File: src/rtl/baud_rate_gen_param_if.sv
// ---------------------------------------------------------------------------
// baud_rate_gen_param_if
//
// Purpose : divisor-programming bus for baud_rate_gen_param. A master issues
//           a one-cycle write strobe with a new divisor value. The generator
//           answers one cycle later with an accept (div_ack) or a reject
//           (div_err) pulse.
//
// Signals :
//   div_wr    master -> slave  one-cycle divisor write strobe
//   div_data  master -> slave  new divisor value (DIV_W bits)
//   div_frac  master -> slave  fractional divisor, sixteenths of a clock
//                              (present only when BAUD_FRAC_DIV_EN is defined)
//   div_ack   slave -> master  one-cycle pulse, write accepted
//   div_err   slave -> master  one-cycle pulse, write rejected
//
// Build option : BAUD_FRAC_DIV_EN adds the div_frac signal.
// ---------------------------------------------------------------------------
interface baud_rate_gen_param_if #(
  parameter int DIV_W = 16
);

  logic             div_wr;
  logic [DIV_W-1:0] div_data;
`ifdef BAUD_FRAC_DIV_EN
  logic [3:0]       div_frac;
`endif
  logic             div_ack;
  logic             div_err;

`ifdef BAUD_FRAC_DIV_EN
  modport master (output div_wr, div_data, div_frac, input div_ack, div_err);
  modport slave  (input div_wr, div_data, div_frac, output div_ack, div_err);
`else
  modport master (output div_wr, div_data, input div_ack, div_err);
  modport slave  (input div_wr, div_data, output div_ack, div_err);
`endif

endinterface

File: src/rtl/baud_rate_gen_param.sv
// ---------------------------------------------------------------------------
// baud_rate_gen_param
//
// Purpose : runtime-programmable baud tick generator for the UART blocks.
//           A single divisor drives two independent prescalers:
//             - rx path: an OVERSAMPLE-x tick (o_rx_en) plus a mid-bit strobe
//               (o_rx_mid). The phase can be realigned to a start-bit edge
//               with i_rx_restart.
//             - tx path: a 1x bit tick (o_tx_en) that a receive realignment
//               never disturbs.
//           The rx tick period is div_q+1 clocks. The tx bit period is
//           (div_q+1)*OVERSAMPLE clocks.
//
// Ports   :
//   i_clk         system clock
//   i_rst         synchronous, active-high reset
//   i_en          count enable; when low, every counter holds
//   i_rx_restart  realign the rx phase (start-bit edge detected)
//   div_if        divisor write bus (slave side): div_wr/div_data[/div_frac]
//                 in, div_ack/div_err out
//   o_rx_en       one-cycle receive oversample tick
//   o_rx_mid      one-cycle pulse on the rx tick at mid-bit
//   o_tx_en       one-cycle transmit bit tick
//
// Build option : BAUD_FRAC_DIV_EN enables the fractional divisor. Each path
//                gets a 4-bit accumulator. A carry-out stretches that path's
//                next tick period by one clock.
// ---------------------------------------------------------------------------
module baud_rate_gen_param #(
  parameter int DIV_W       = 16,
  parameter int DEFAULT_DIV = 163,
  parameter int OVERSAMPLE  = 16,
  parameter int OS_W        = 6,
  parameter int MIN_DIV     = 3
) (
  input  logic                  i_clk,
  input  logic                  i_rst,
  input  logic                  i_en,
  input  logic                  i_rx_restart,
  baud_rate_gen_param_if.slave  div_if,
  output logic                  o_rx_en,
  output logic                  o_rx_mid,
  output logic                  o_tx_en
);

  localparam logic [DIV_W-1:0] DIV_RST   = DIV_W'(DEFAULT_DIV);
  localparam logic [DIV_W-1:0] DIV_MIN   = DIV_W'(MIN_DIV);
  localparam logic [DIV_W-1:0] DIV_ONE   = DIV_W'(1);
  localparam logic [OS_W-1:0]  OS_LAST   = OS_W'(OVERSAMPLE - 1);
  localparam logic [OS_W-1:0]  OS_MID_M1 = OS_W'(OVERSAMPLE / 2 - 1);
  localparam logic [OS_W-1:0]  OS_ONE    = OS_W'(1);

  logic [DIV_W-1:0] r_div_q;
  logic             r_div_ack;
  logic             r_div_err;

  logic [DIV_W-1:0] r_rx_cnt;
  logic [OS_W-1:0]  r_rx_os;
  logic             r_rx_en;
  logic             r_rx_mid;

  logic [DIV_W-1:0] r_tx_cnt;
  logic [OS_W-1:0]  r_tx_os;
  logic             r_tx_en;

  logic             w_wr_ok;
  logic [DIV_W:0]   w_rx_limit;
  logic [DIV_W:0]   w_tx_limit;
  logic             w_rx_hit;
  logic             w_tx_hit;
  logic [OS_W-1:0]  w_rx_os_next;
  logic [OS_W-1:0]  w_tx_os_next;

`ifdef BAUD_FRAC_DIV_EN
  logic [3:0]       r_frac_q;
  logic [3:0]       r_rx_acc;
  logic [3:0]       r_tx_acc;
  logic             r_rx_extra;
  logic             r_tx_extra;
  logic [4:0]       w_rx_acc_sum;
  logic [4:0]       w_tx_acc_sum;
`endif

  // A write is accepted only when the requested divisor is large enough.
  assign w_wr_ok = div_if.div_wr && (div_if.div_data >= DIV_MIN);

  // Terminal counts. The limits are one bit wider than the divisor so that
  // the fractional "+1" stretch cannot wrap a maximal divisor.
`ifdef BAUD_FRAC_DIV_EN
  assign w_rx_acc_sum = {1'b0, r_rx_acc} + {1'b0, r_frac_q};
  assign w_tx_acc_sum = {1'b0, r_tx_acc} + {1'b0, r_frac_q};
  assign w_rx_limit   = {1'b0, r_div_q} + {{DIV_W{1'b0}}, r_rx_extra};
  assign w_tx_limit   = {1'b0, r_div_q} + {{DIV_W{1'b0}}, r_tx_extra};
`else
  assign w_rx_limit   = {1'b0, r_div_q};
  assign w_tx_limit   = {1'b0, r_div_q};
`endif

  assign w_rx_hit     = ({1'b0, r_rx_cnt} == w_rx_limit);
  assign w_tx_hit     = ({1'b0, r_tx_cnt} == w_tx_limit);
  assign w_rx_os_next = (r_rx_os == OS_LAST) ? '0 : r_rx_os + OS_ONE;
  assign w_tx_os_next = (r_tx_os == OS_LAST) ? '0 : r_tx_os + OS_ONE;

  assign div_if.div_ack = r_div_ack;
  assign div_if.div_err = r_div_err;
  assign o_rx_en        = r_rx_en;
  assign o_rx_mid       = r_rx_mid;
  assign o_tx_en        = r_tx_en;

  // Divisor register and write handshake. An accepted write latches the new
  // divisor (and fraction) and answers with div_ack. A rejected write leaves
  // the divisor untouched and answers with div_err.
  always_ff @(posedge i_clk) begin
    if (i_rst) begin
      r_div_q   <= DIV_RST;
      r_div_ack <= 1'b0;
      r_div_err <= 1'b0;
`ifdef BAUD_FRAC_DIV_EN
      r_frac_q  <= '0;
`endif
    end else begin
      r_div_ack <= w_wr_ok;
      r_div_err <= div_if.div_wr && !w_wr_ok;
      if (w_wr_ok) begin
        r_div_q  <= div_if.div_data;
`ifdef BAUD_FRAC_DIV_EN
        r_frac_q <= div_if.div_frac;
`endif
      end
    end
  end

  // Receive prescaler. An accepted write or a restart zeroes the phase, and
  // a restart is honoured even while counting is disabled. o_rx_mid marks the
  // tick that moves the oversample count into the second half of the bit.
  always_ff @(posedge i_clk) begin
    if (i_rst || w_wr_ok || i_rx_restart) begin
      r_rx_cnt   <= '0;
      r_rx_os    <= '0;
      r_rx_en    <= 1'b0;
      r_rx_mid   <= 1'b0;
`ifdef BAUD_FRAC_DIV_EN
      r_rx_acc   <= '0;
      r_rx_extra <= 1'b0;
`endif
    end else if (i_en) begin
      if (w_rx_hit) begin
        r_rx_cnt   <= '0;
        r_rx_os    <= w_rx_os_next;
        r_rx_en    <= 1'b1;
        r_rx_mid   <= (r_rx_os == OS_MID_M1);
`ifdef BAUD_FRAC_DIV_EN
        r_rx_acc   <= w_rx_acc_sum[3:0];
        r_rx_extra <= w_rx_acc_sum[4];
`endif
      end else begin
        r_rx_cnt   <= r_rx_cnt + DIV_ONE;
        r_rx_en    <= 1'b0;
        r_rx_mid   <= 1'b0;
      end
    end else begin
      r_rx_en  <= 1'b0;
      r_rx_mid <= 1'b0;
    end
  end

  // Transmit prescaler. This is an independent copy of the rx counters that
  // only a reset or an accepted write can realign. o_tx_en fires on the tick
  // where the oversample count wraps back to zero.
  always_ff @(posedge i_clk) begin
    if (i_rst || w_wr_ok) begin
      r_tx_cnt   <= '0;
      r_tx_os    <= '0;
      r_tx_en    <= 1'b0;
`ifdef BAUD_FRAC_DIV_EN
      r_tx_acc   <= '0;
      r_tx_extra <= 1'b0;
`endif
    end else if (i_en) begin
      if (w_tx_hit) begin
        r_tx_cnt   <= '0;
        r_tx_os    <= w_tx_os_next;
        r_tx_en    <= (r_tx_os == OS_LAST);
`ifdef BAUD_FRAC_DIV_EN
        r_tx_acc   <= w_tx_acc_sum[3:0];
        r_tx_extra <= w_tx_acc_sum[4];
`endif
      end else begin
        r_tx_cnt   <= r_tx_cnt + DIV_ONE;
        r_tx_en    <= 1'b0;
      end
    end else begin
      r_tx_en <= 1'b0;
    end
  end

endmodule

File: src/flat_wrapper.sv
// flat-port wrapper written by rule: the top's interface ports become plain ports
module baud_rate_gen_param_flat 
#(
  parameter int DIV_W       = 16,
  parameter int DEFAULT_DIV = 163,
  parameter int OVERSAMPLE  = 16,
  parameter int OS_W        = 6,
  parameter int MIN_DIV     = 3
)
  (i_clk, i_rst, i_en, i_rx_restart, o_rx_en, o_rx_mid, o_tx_en, div_if_div_wr, div_if_div_data, div_if_div_ack, div_if_div_err);
  baud_rate_gen_param_if #(.DIV_W(DIV_W)) div_if_i ();
  input  logic i_clk;
  input  logic i_rst;
  input  logic i_en;
  input  logic i_rx_restart;
  output logic o_rx_en;
  output logic o_rx_mid;
  output logic o_tx_en;
  input wire logic [$bits(div_if_i.div_wr)-1:0] div_if_div_wr;
  input wire logic [$bits(div_if_i.div_data)-1:0] div_if_div_data;
  output wire logic [$bits(div_if_i.div_ack)-1:0] div_if_div_ack;
  output wire logic [$bits(div_if_i.div_err)-1:0] div_if_div_err;
  assign div_if_i.div_wr = div_if_div_wr;
  assign div_if_i.div_data = div_if_div_data;
  assign div_if_div_ack = div_if_i.div_ack;
  assign div_if_div_err = div_if_i.div_err;
  baud_rate_gen_param #(.DIV_W(DIV_W), .DEFAULT_DIV(DEFAULT_DIV), .OVERSAMPLE(OVERSAMPLE), .OS_W(OS_W), .MIN_DIV(MIN_DIV)) u_core (.i_clk(i_clk), .i_rst(i_rst), .i_en(i_en), .i_rx_restart(i_rx_restart), .div_if(div_if_i), .o_rx_en(o_rx_en), .o_rx_mid(o_rx_mid), .o_tx_en(o_tx_en));
endmodule
File: config.mk
export PLATFORM = sky130hd
export DESIGN_NAME = baud_rate_gen_param_flat
export DESIGN_NICKNAME = d
export VERILOG_FILES = /design/src/rtl/baud_rate_gen_param_if.sv /design/src/rtl/baud_rate_gen_param.sv /design/src/flat_wrapper.sv
export SDC_FILE = /design/constraint.sdc
export NUM_CORES = 1
export LEC_CHECK = 0
export ABC_AREA = 1
export CAP_MARGIN = 20
export CORE_ASPECT_RATIO = 0.5
export CORE_UTILIZATION = 45
export DETAILED_ROUTE_END_ITERATION = 7
export PLACE_DENSITY_LB_ADDON = 0.1
export SETUP_SLACK_MARGIN = 0.3
export SLEW_MARGIN = 5
export SYNTH_ARGS = -nofsm -noshare
export SYNTH_HDL_FRONTEND = slang
export SYNTH_SLANG_ARGS = --single-unit
File: constraint.sdc
create_clock -name i_clk -period 4 [get_ports i_clk]
set_input_delay 0.4 -clock i_clk [delete_from_list [all_inputs] [get_ports i_clk]]
set_output_delay 0.4 -clock i_clk [all_outputs]
set_load 0.005 [all_outputs]
After elaboration in Yosys (flattened, before gate mapping)
Cells that the tools add are included.
{"block": "totals", "output_inout_bits": 5, "ff_bits": 65}
{"block": "classes", "n_mux": 5, "n_addsub": 4, "eq_ne": 5, "n_reduce_logical": 10, "n_bitwise": 3, "magnitude_cmp": 1}
{"op": "$add 16x1->16 const B", "n": 2}
{"op": "$eq 16x16->1", "n": 2}
{"op": "$mux 16", "n": 2}
{"op": "$ge 16x2->1 const B", "n": 1}
{"op": "$add 6x1->6 const B", "n": 2}
{"op": "$eq 6x4->1 const B", "n": 2}
{"op": "$mux 6", "n": 2}
{"op": "$eq 6x3->1 const B", "n": 1}
{"op": "$reduce_or 3->1", "n": 2}
{"op": "$reduce_and 2->1", "n": 2}
{"op": "$not 1->1", "n": 3}
{"op": "$logic_and 1x1->1", "n": 2}
{"op": "$logic_or 1x1->1", "n": 2}
{"op": "$reduce_or 2->1", "n": 1}
{"op": "$logic_not 1->1", "n": 1}
{"op": "$mux 1", "n": 1}

Longest topological paths before layout
Gate-level depths: netlist of the first run.
{"block": "logic_depth", "ltp_word": 5, "depth_mapped": 11, "ltp_nobuf": 10}

Least setup slack after synthesis of the first run
No wires, ideal clock.
{"block": "synth_timing", "path_kind": "input -> register", "from": "input div_if_div_data[14]", "to": "register u_core.r_tx_cnt[12]", "t_required_ns": 3.935, "arrival_ns": 1.351, "cell_stages": 11, "path_slack_ns": 2.585, "path_cell_list": "nor2_1 -> nand3_1 -> nor2_1 -> nand2_1 -> nand2_1 -> nand2_2 -> buf_6 -> inv_6 -> nand2_2 -> buf_6 -> nor2_1"}
{"block": "synth_between", "elab_chain_cells": 3}
{"item": "from (decl)", "line": "flat_wrapper.sv:20", "rtl": "input wire logic [$bits(div_if_i.div_data)-1:0] div_if_div_data;"}
{"item": "$ge 16x2->1", "line": "baud_rate_gen_param.sv:85", "rtl": "assign w_wr_ok = div_if.div_wr && (div_if.div_data >= DIV_MIN);"}
{"item": "$logic_and 1x1->1", "line": "baud_rate_gen_param.sv:85"}
{"item": "$logic_or 1x1->1", "line": "baud_rate_gen_param.sv:171", "rtl": "if (i_rst || w_wr_ok) begin"}
{"item": "to (signal assigned)", "line": "baud_rate_gen_param.sv:189", "rtl": "r_tx_cnt <= r_tx_cnt + DIV_ONE;"}
{"item": "to (decl)", "line": "baud_rate_gen_param.sv:62", "rtl": "logic [DIV_W-1:0] r_tx_cnt;"}
Every way passes these cells.
A chain may end at the register's enable or synchronous reset.

==> metrics.md, run 1 <==
| Metric | Value |
|---|---|
| Status | `finished, final reports clean` |
| Die boundary width | `128 µm` |
| Total gr overflow | `0` |
| WP data required | `4.22 ns` |
| Drt wl/cell | `12.7 µm` |
| Nets@finish | `596` |
| Worst slew pin tran | `0.581 ns` |
| I/O pin total | `26` |
| Top FF cell, synth | `dfxtp_1` |
| Mapped Nets | `569` |
| Tot GR Track Use | `23.6%` |
| Slowest cell on crit path | `clkdlybuf4s50_1` |
| Worst EP arrival | `2.45 ns` |
| CP cell instances | `clkdlybuf4s50_1, buf_4, nand2_1, nor2_1, nand2_1, nor2_1, nand3_2, nand2_2, nor2_1` |
| Hold Path Origin | `u_core.r_tx_os[1]` |
| Mapped Area | `0.00356 mm²` |
| Routed WL | `8670 µm` |
| Insertion delay to the later sink of the worst-skew pair | `0.34 ns` |
| Final Max Slew Viols | `0` |
| # placed instances | `668` |
| Sequential fraction of the synthesis area | `36.6%` |
| CP max FO | `15` |
| Core Area | `0.00749 mm²` |
| Top cell by count, worst path | `nor2_1` |
| Async SR Flop Fraction | `0%` |
| Die Ht | `64.9 µm` |
| Peak VDD IR | `0.251 mV` |
| Rel. slew slack | `61.1%` |
| Critical Path Start | `i_en` |
| RSZ-0062 raised after global routing | `false` |
| Worst Setup Start Kind | `input port` |
| Fraction of layout cells with a size suffix above 1 | `6.25%` |
| Max Buffers Root-to-Sink | `2` |
| Total number of vias | `3301` |
| Sink Count | `65` |
| Fin area | `0.00418 mm²` |
| Register bit count reported by yosys | `65` |
| DP Worst Slack | `1.45 ns` |
| Synth warn | `0` |
| Antenna violations before repair | `0` |
| Most frequent cells in the layout | `nand2_1, nor2_1, inv_1` |
| Hold Violations, Final | `0` |
| Max Fclk | `448 MHz` |
| Setup WS post-layout | `1.77 ns` |
| Kind of critical path | `in2reg` |
| Endpoint type of the worst setup path | `flop` |
| Clk_skew | `0.00351 ns` |
| Root buffer cell | `clkbuf_16` |
| First-pass GRT wire length | `14800 µm` |
| Count of final setup violators | `0` |
| Total power | `1.60 mW` |
| Syn Inst Count | `544` |
| DPL Wire Length | `6590 µm` |
| Crit share post-route | `55.8%` |
| Mean Syn Cell Area | `6.54 µm²` |
| Antenna fix cells | `0` |
| Site Rows | `22` |
| Leading cell type in the layout, fill and taps excluded | `nand2_1` |
| Hold Path Class | `reg2reg` |
| Leak pwr | `1.76 nW` |
| RD Place Congestion | `0.864` |
| Worst reg2reg startpoint | `u_core.r_rx_cnt[10]` |
| CTS Buf Count | `9` |
| Hold_buf cts | `0` |
| CTS tree | `yes` |
| Antenna-violating nets left | `0` |
| Die area | `0.00829 mm²` |
| Area after DPL | `0.00388 mm²` |
| H-tree lvl count | `3` |
| EDFF count, synth | `0` |
| Post-route DRC | `0` |
| CTS clk-pin slew, worst paths | `0.05 ns` |
| Largest net degree at the start of global routing | `21` |
| Starting density of the core | `47.5%` |
| Post-CTS sizing | `0` |
| Critical Path Max Stage Delay | `0.84 ns` |
| DRT iter0 DRCs | `249` |
| Number of global-route vias before repair | `3129` |
| Setup TNS Final | `0 ns` |
| Post-CTS Repair Setup Buffers | `0` |
| Area grow syn2layout | `17.5%` |
| Post-synthesis cell type count | `32` |
| Final std cells w/o fill | `684` |
| 1st-pass router iterations | `5` |
| Routed vias/inst | `4.83` |
| Minimum clock period | `2.23 ns` |
| Number of max-cap violations | `0` |
| Pwr dens | `382 mW/mm²` |
| IO buf count | `25` |
| Hold Worst Slack | `0.490 ns` |
| Core Util, Final | `55.9%` |
[critical path, delay by kind of cell]
kind / cells / cell delay, ns
and+or+nand+nor: 7 / 0.91
buffers and inverters: 2 / 1.14
[power breakdown]
group	internal [mW]	switching, mW
Combinational	0.0458	0.0712
Sequential	0.659	0.0122
Clock	0.514	0.295
[metal layers]
layer	share of wire, %	GRT usage (%)
met1	53	32.0
met2	41	35.9
met3	4.4	5.70
met4	1.8	10.0
met5	0	0
[cell usage after synthesis (2+ instances only)]
cell        n  area, µm²
inv_2       2       7.51
nor2_2      4       25.0
nor2_1     77        289
o22ai_1     8       50.1
a21oi_1    22        110
nand2_1   168        631
xor2_1     26        228
nand4_1    20        125
nand3_1    26        130
clkbuf_1    2       7.51
buf_2       2       10.0
dfxtp_1    65       1300
nor2_4      2       22.5
ha_1        4       50.1
inv_1      72        270
nand2_2     5       31.3
nor3_1     12       60.1
o21ai_0    10       50.1
buf_6       4       45.0
[sequential cells by signal, indices dropped and copies added, names as in the netlist]
name / cells
u_core.r_tx_cnt: 16
u_core.div_if.div_err: 1
u_core.r_div_q: 16
u_core.r_rx_cnt: 16
u_core.r_rx_os: 6
u_core.o_tx_en: 1
u_core.o_rx_en: 1
u_core.o_rx_mid: 1
u_core.r_tx_os: 6
u_core.div_if.div_ack: 1
[final timing paths]
path | to | slack, ns | cells after the start
setup / recovery | u_core.r_tx_cnt[14] | 1.77 | 9
hold / removal | u_core.r_tx_os[1] | 0.49 | 2
setup reg to reg | u_core.r_rx_cnt[12] | 2.24 | 9
hold reg to reg | u_core.r_tx_os[1] | 0.49 | 2
[kinds of logic (layout without fill, tap and decap cells)]
family	after synthesis	after routing	share of synthesized area [%]
simple gates	321	321	39.1
compound gates	42	42	6.29
buf+inv	86	118	10.3
fa+ha+maj	4	4	1.41
xor+xnor	26	26	6.40
flops	65	65	36.6
[area by class of cell]
class	count	area, µm²
well taps	108	135
clock inverters	5	53.8
multi-input cells	393	1890
repair buffers	26	258
clock buffers	11	253
flip-flops and latches	65	1300
fillers	766	3300
inverters	76	290
Note: power is estimated with default switching activity, not from simulation.
==> run 2, diff against run 1 <==
Clock period 4 ns to 2.29 ns, I/O delays scaled along.
==> metrics.md, run 2 (synthesis results as in run 1) <==
| Metric | Value |
|---|---|
| CTS tree | `yes` |
| Drt wl/cell | `12.8 µm` |
| Final Max Slew Viols | `0` |
| CP max FO | `14` |
| Total number of vias | `3348` |
| Kind of critical path | `reg2reg` |
| Site Rows | `22` |
| CP cell instances | `inv_1, nand2_1, nand2_1, nor2_1, nand2_1, nor2_4, nand3_4, nand2_2, nor2_1` |
| Post-route DRC | `0` |
| Setup TNS Final | `0 ns` |
| CTS clk-pin slew, worst paths | `0.06 ns` |
| Largest registers | `u_core.r_div_q: 16 flops, u_core.r_rx_cnt: 16 flops, u_core.r_tx_cnt: 16 flops` |
| Critical Path Start | `u_core.r_div_q[12]` |
| H-tree lvl count | `3` |
| Crit path buffers/inverters | `1` |
| First-pass GRT wire length | `14300 µm` |
| Worst EP arrival | `2.02 ns` |
| Worst reg-to-reg setup slack | `0.49 ns` |
| Nets@finish | `598` |
| Post-CTS sizing | `0` |
| Number of max-cap violations | `0` |
| Hold Violations, Final | `0` |
| DPL Wire Length | `6740 µm` |
| Post-CTS Repair Setup Buffers | `0` |
| Core Area | `0.00749 mm²` |
| CTS Buf Count | `9` |
| Worst Setup Start Kind | `flop` |
| Sink Count | `65` |
| Insertion delay to the later sink of the worst-skew pair | `0.33 ns` |
| Max Fclk | `554 MHz` |
| Antenna fix cells | `0` |
| Hold Path Class | `reg2reg` |
| End point of the critical path | `u_core.r_rx_cnt[12]` |
| Status | `finished, final reports clean` |
| 1st-pass router iterations | `5` |
| Largest net degree at the start of global routing | `19` |
| DRT iter0 DRCs | `311` |
| Count of final setup violators | `0` |
| Starting density of the core | `47.5%` |
| Peak VDD IR | `0.433 mV` |
| Die Ht | `64.9 µm` |
| Rel. slew slack | `64.0%` |
| Crit share post-route | `78.8%` |
| Max Buffers Root-to-Sink | `2` |
| I/O pin total | `26` |
| Routed vias/inst | `4.88` |
| Area of the multi-input gates | `0.00189 mm²` |
| Slowest cell on crit path | `dfxtp_1` |
| Number of global-route vias before repair | `2901` |
| Critical Path Max Stage Delay | `0.40 ns` |
| RR Endpoint | `u_core.r_rx_cnt[12]` |
| Antenna-violating nets left | `0` |
| # placed instances | `670` |
| Fraction of layout cells with a size suffix above 1 | `6.57%` |
| Minimum clock period | `1.80 ns` |
| Most frequent cells in the layout | `nand2_1, nor2_1, inv_1` |
| Endpoint type of the worst setup path | `flop` |
| Final std cells w/o fill | `686` |
| Routed WL | `8800 µm` |
| Tot GR Track Use | `23.2%` |
| Total gr overflow | `0` |
| Die area | `0.00829 mm²` |
| IO buf count | `25` |
| Antenna violations before repair | `0` |
| Worst reg2reg startpoint | `u_core.r_div_q[12]` |
| Area grow syn2layout | `17.9%` |
| Worst slew pin tran | `0.538 ns` |
| Leak pwr | `1.76 nW` |
| Clk_skew | `0.00480 ns` |
| Die boundary width | `128 µm` |
| RD Place Congestion | `0.853` |
| Leading cell type in the layout, fill and taps excluded | `nand2_1` |
| Delay-heaviest family, CP | `simple AND/OR/NAND/NOR gates` |
| Path depth of the worst reg2reg path | `9` |
| Top cell by count, worst path | `nand2_1` |
| Pwr dens | `664 mW/mm²` |
| Area taken by flip-flops and latches | `0.00130 mm²` |
| RSZ-0062 raised after global routing | `false` |
| Fillers | `764` |
| Hold_buf cts | `0` |
| WP data required | `2.51 ns` |
| Root buffer cell | `clkbuf_16` |
| Total number of cells along the worst setup path | `9` |
## run 2: cell types whose count changed in the layout (fill, tap and decap cells not counted), sizes merged
cell / previous run / this run
inv: 75 / 77
clkbuf: 11 / 10
clkinvlp: 0 / 1
clkinv: 5 / 3
buf: 1 / 3
## run 2: how the worst min path moves through the flow
stage / start / endpoint / slack [ns] / depth (start not counted)
after floorplan: div_if_div_data[10] / u_core.r_div_q[10] / 0.34 / 2
after global placement: u_core.r_tx_os[1] / u_core.r_tx_os[1] / 0.47 / 2
after detailed placement: u_core.r_tx_os[1] / u_core.r_tx_os[1] / 0.48 / 2
after CTS: div_if_div_data[13] / u_core.r_div_q[13] / 0.48 / 3
after global routing: div_if_div_data[3] / u_core.r_div_q[3] / 0.48 / 3
final: u_core.r_tx_os[1] / u_core.r_tx_os[1] / 0.49 / 2
## run 2: metrics by stage
stage	util, %	power (mW)	worst slack (ns)	hold slack [ns]	area, µm²
2_1_floorplan	-	1.32	0.929	0.342	3560
3_3_place_gp	52.0	1.40	0.318	0.472	3890
3_5_place_dp	52.0	1.40	0.313	0.476	3890
4_1_cts	56.0	2.81	0.488	0.478	4200
5_1_grt	56.0	2.90	0.321	0.484	4200
6_report	56.0	2.78	0.486	0.486	4200
## run 2: tightest hold or removal path: stages, from the launching register on
cell and delay (ns):
dfxtp_1 0.32, nand2_1 0.06, a21oi_1 0.05
## run 2: area by class of cell
| class | instances | share of cell area, % |
|---|---|---|
| Multi-Input combinational cell | 393 | 45.1 |
| Tap cell | 108 | 3.22 |
| Clock inverter | 6 | 1.55 |
| Clock buffer | 10 | 5.69 |
| Sequential cell | 65 | 31.0 |
| Inverter | 76 | 6.92 |
| Timing Repair Buffer | 28 | 6.50 |
## run 2: routing by layer
| metal | global-route usage (%) | vias up | wire [µm] |
|---|---|---|---|
| met3 | 6.03 | 8 | 530 |
| met2 | 32.9 | 71 | 3410 |
| li1 | - | 1768 | - |
| met5 | 0 | - | 0 |
| met1 | 33.4 | 1501 | 4760 |
| met4 | 8.38 | 0 | 95 |
## run 2: report_power, final
part	total [mW]	switching, mW	leakage, nW	internal (mW)
clock network	1.40	0.526	0.149	0.875
registers	1.17	0.0221	0.527	1.15
logic	0.210	0.127	1.08	0.0824
==> run 3, diff against run 2 <==
Clock period 2.29 ns to 1.8 ns, I/O delays scaled along.
==> metrics.md, run 3 (synthesis results as in run 1) <==
| Metric | Value |
|---|---|
| CP max FO | `7` |
| Area taken by flip-flops and latches | `0.00138 mm²` |
| Rel. slew slack | `78.9%` |
| Endpoint type of the worst setup path | `flop` |
| Worst slew pin tran | `0.314 ns` |
| Insertion delay to the later sink of the worst-skew pair | `0.34 ns` |
| Worst EP arrival | `1.78 ns` |
| Fraction of layout cells with a size suffix above 1 | `30.0%` |
| Area grow syn2layout | `36.0%` |
| CTS clk-pin slew, worst paths | `0.06 ns` |
| Starting density of the core | `47.5%` |
| Worst reg2reg startpoint | `u_core.r_div_q[3]` |
| DRT iter0 DRCs | `313` |
| Total gr overflow | `0` |
| Nets@finish | `628` |
| P_sw | `0.858 mW` |
| RD Place Congestion | `0.869` |
| RSZ-0062 raised after global routing | `true` |
| Clock share of power | `46.3%` |
| Site Rows | `22` |
| Routed vias/inst | `5.02` |
| Sw Ratio | `25.1%` |
| Die area | `0.00829 mm²` |
| CP cell instances | `inv_1, nand2_1, nand2_1, nor2_1, nand2_1, nor2_2, nand3_2, nand2_4, clkbuf_16, nor2_2` |
| Minimum clock period | `1.56 ns` |
| Final Max Slew Viols | `0` |
| Root buffer cell | `clkbuf_16` |
| Clk_skew | `0.00726 ns` |
| Worst Setup Start Kind | `flop` |
| Status | `finished, final reports clean` |
| Antenna-violating nets left | `0` |
| Count of final setup violators | `0` |
| Largest registers | `u_core.r_div_q: 16 flops, u_core.r_rx_cnt: 16 flops, u_core.r_tx_cnt: 16 flops` |
| I/O pin total | `26` |
| Most frequent cells in the layout | `nand2_1, nor2_1, inv_1` |
| Top cell by count, worst path | `nand2_1` |
| Routed WL | `9890 µm` |
| Critical Path Max Stage Delay | `0.37 ns` |
| Core Area | `0.00749 mm²` |
| Hold Path Class | `in2reg` |
| Slowest cell on crit path | `dfxtp_2` |
| DPL Wire Length | `6980 µm` |
| Hold Violations, Final | `0` |
| Antenna fix cells | `0` |
| CTS tree | `yes` |
| Drt wl/cell | `13.8 µm` |
| Max Buffers Root-to-Sink | `2` |
| Max Fclk | `642 MHz` |
| Die Ht | `64.9 µm` |
| Reg power frac | `43.6%` |
| Kind of critical path | `reg2reg` |
| Crit share post-route | `86.5%` |
| H-tree lvl count | `3` |
| Core Util, Final | `64.6%` |
| Hold Worst Slack | `0.105 ns` |
| Peak VDD IR | `0.450 mV` |
| Number of max-cap violations | `0` |
| Leading cell type in the layout, fill and taps excluded | `nand2_1` |
| Hold Path Origin | `div_if_div_data[10]` |
| Die boundary width | `128 µm` |
| P_int | `2.56 mW` |
| 1st-pass router iterations | `6` |
| Leak pwr | `2.00 nW` |
| IO buf count | `25` |
| Fillers | `674` |
| First-pass GRT wire length | `15300 µm` |
| Pwr dens | `706 mW/mm²` |
| Number of global-route vias before repair | `3115` |
| Total number of vias | `3590` |
| WP data required | `2.02 ns` |
| Post-route DRC | `0` |
| Critical Path Start | `u_core.r_div_q[3]` |
| Area of the multi-input gates | `0.00217 mm²` |
| Antenna violations before repair | `0` |
| Combinational Power Share | `10.2%` |
| Sink Count | `65` |
| Tot GR Track Use | `24.5%` |
| Largest net degree at the start of global routing | `18` |
| CTS Buf Count | `9` |
==> run 3: path summary, 6_finish.rpt <==
kind / end / slack (ns) / cells past startpoint
max reg2reg: u_core.r_tx_cnt[8] / 0.24 / 10
max: u_core.r_tx_cnt[8] / 0.24 / 10
min: u_core.r_div_q[10] / 0.10 / 3
min reg2reg: u_core.r_tx_os[1] / 0.49 / 2
==> run 3: critical path, delay by kind of cell, from the launching register on <==
family,cells,cell delay (ns)
simple gates,8,0.82
buf+inv,2,0.26
flops,1,0.37
==> run 3: final cells by class <==
class	instances	area share (%)
clock inverter	4	0.414
sequential	65	28.6
multi-input combinational	393	44.9
clock buffer	11	5.02
timing repair buffer	58	12.0
tap	108	2.79
inverter	76	6.26
==> run 3: power by group through the flow <==
stage | Clock, mW | Combinational (mW) | Sequential (mW)
2_1_floorplan | 0 | 0.174 | 1.51
6_report | 1.58 | 0.347 | 1.49
4_1_cts | 1.61 | 0.290 | 1.49
5_1_grt | 1.68 | 0.382 | 1.49
3_3_place_gp | 0 | 0.284 | 1.52
3_5_place_dp | 0 | 0.284 | 1.52
==> run 3: what timing repair did <==
| item | 4_1_cts | 5_1_grt |
|---|---|---|
| setup buffers | 1 | 11 |
| gates cloned | 0 | 2 |
| setup endpoints to repair | 47 | 61 |
| pin swaps | 2 | 32 |
| gates resized for setup | 24 | 139 |
| hold buffers | 0 | 0 |
==> run 3: per-stage QoR <==
stage	setup TNS [ns]	area (µm²)	instances	worst slack [ns]	power [mW]
finish	0	4840	715	0.242	3.42
global route	0	4840	715	0.184	3.55
CTS	0	4350	702	0.287	3.40
detailed placement	-0.137	4030	686	-0.0784	1.81
global placement	-0.248	4030	686	-0.0718	1.81
floorplan	0	3560	544	0.439	1.69
==> run 3: metal layers <==
layer  GRT usage, %  up-vias  share of wire (%)
li1               -     1835                  -
met1           35.2     1642                 50
met2           35.7      100                 43
met3           6.69       13                5.5
met4           6.18        0                1.4
met5              0        -                  0
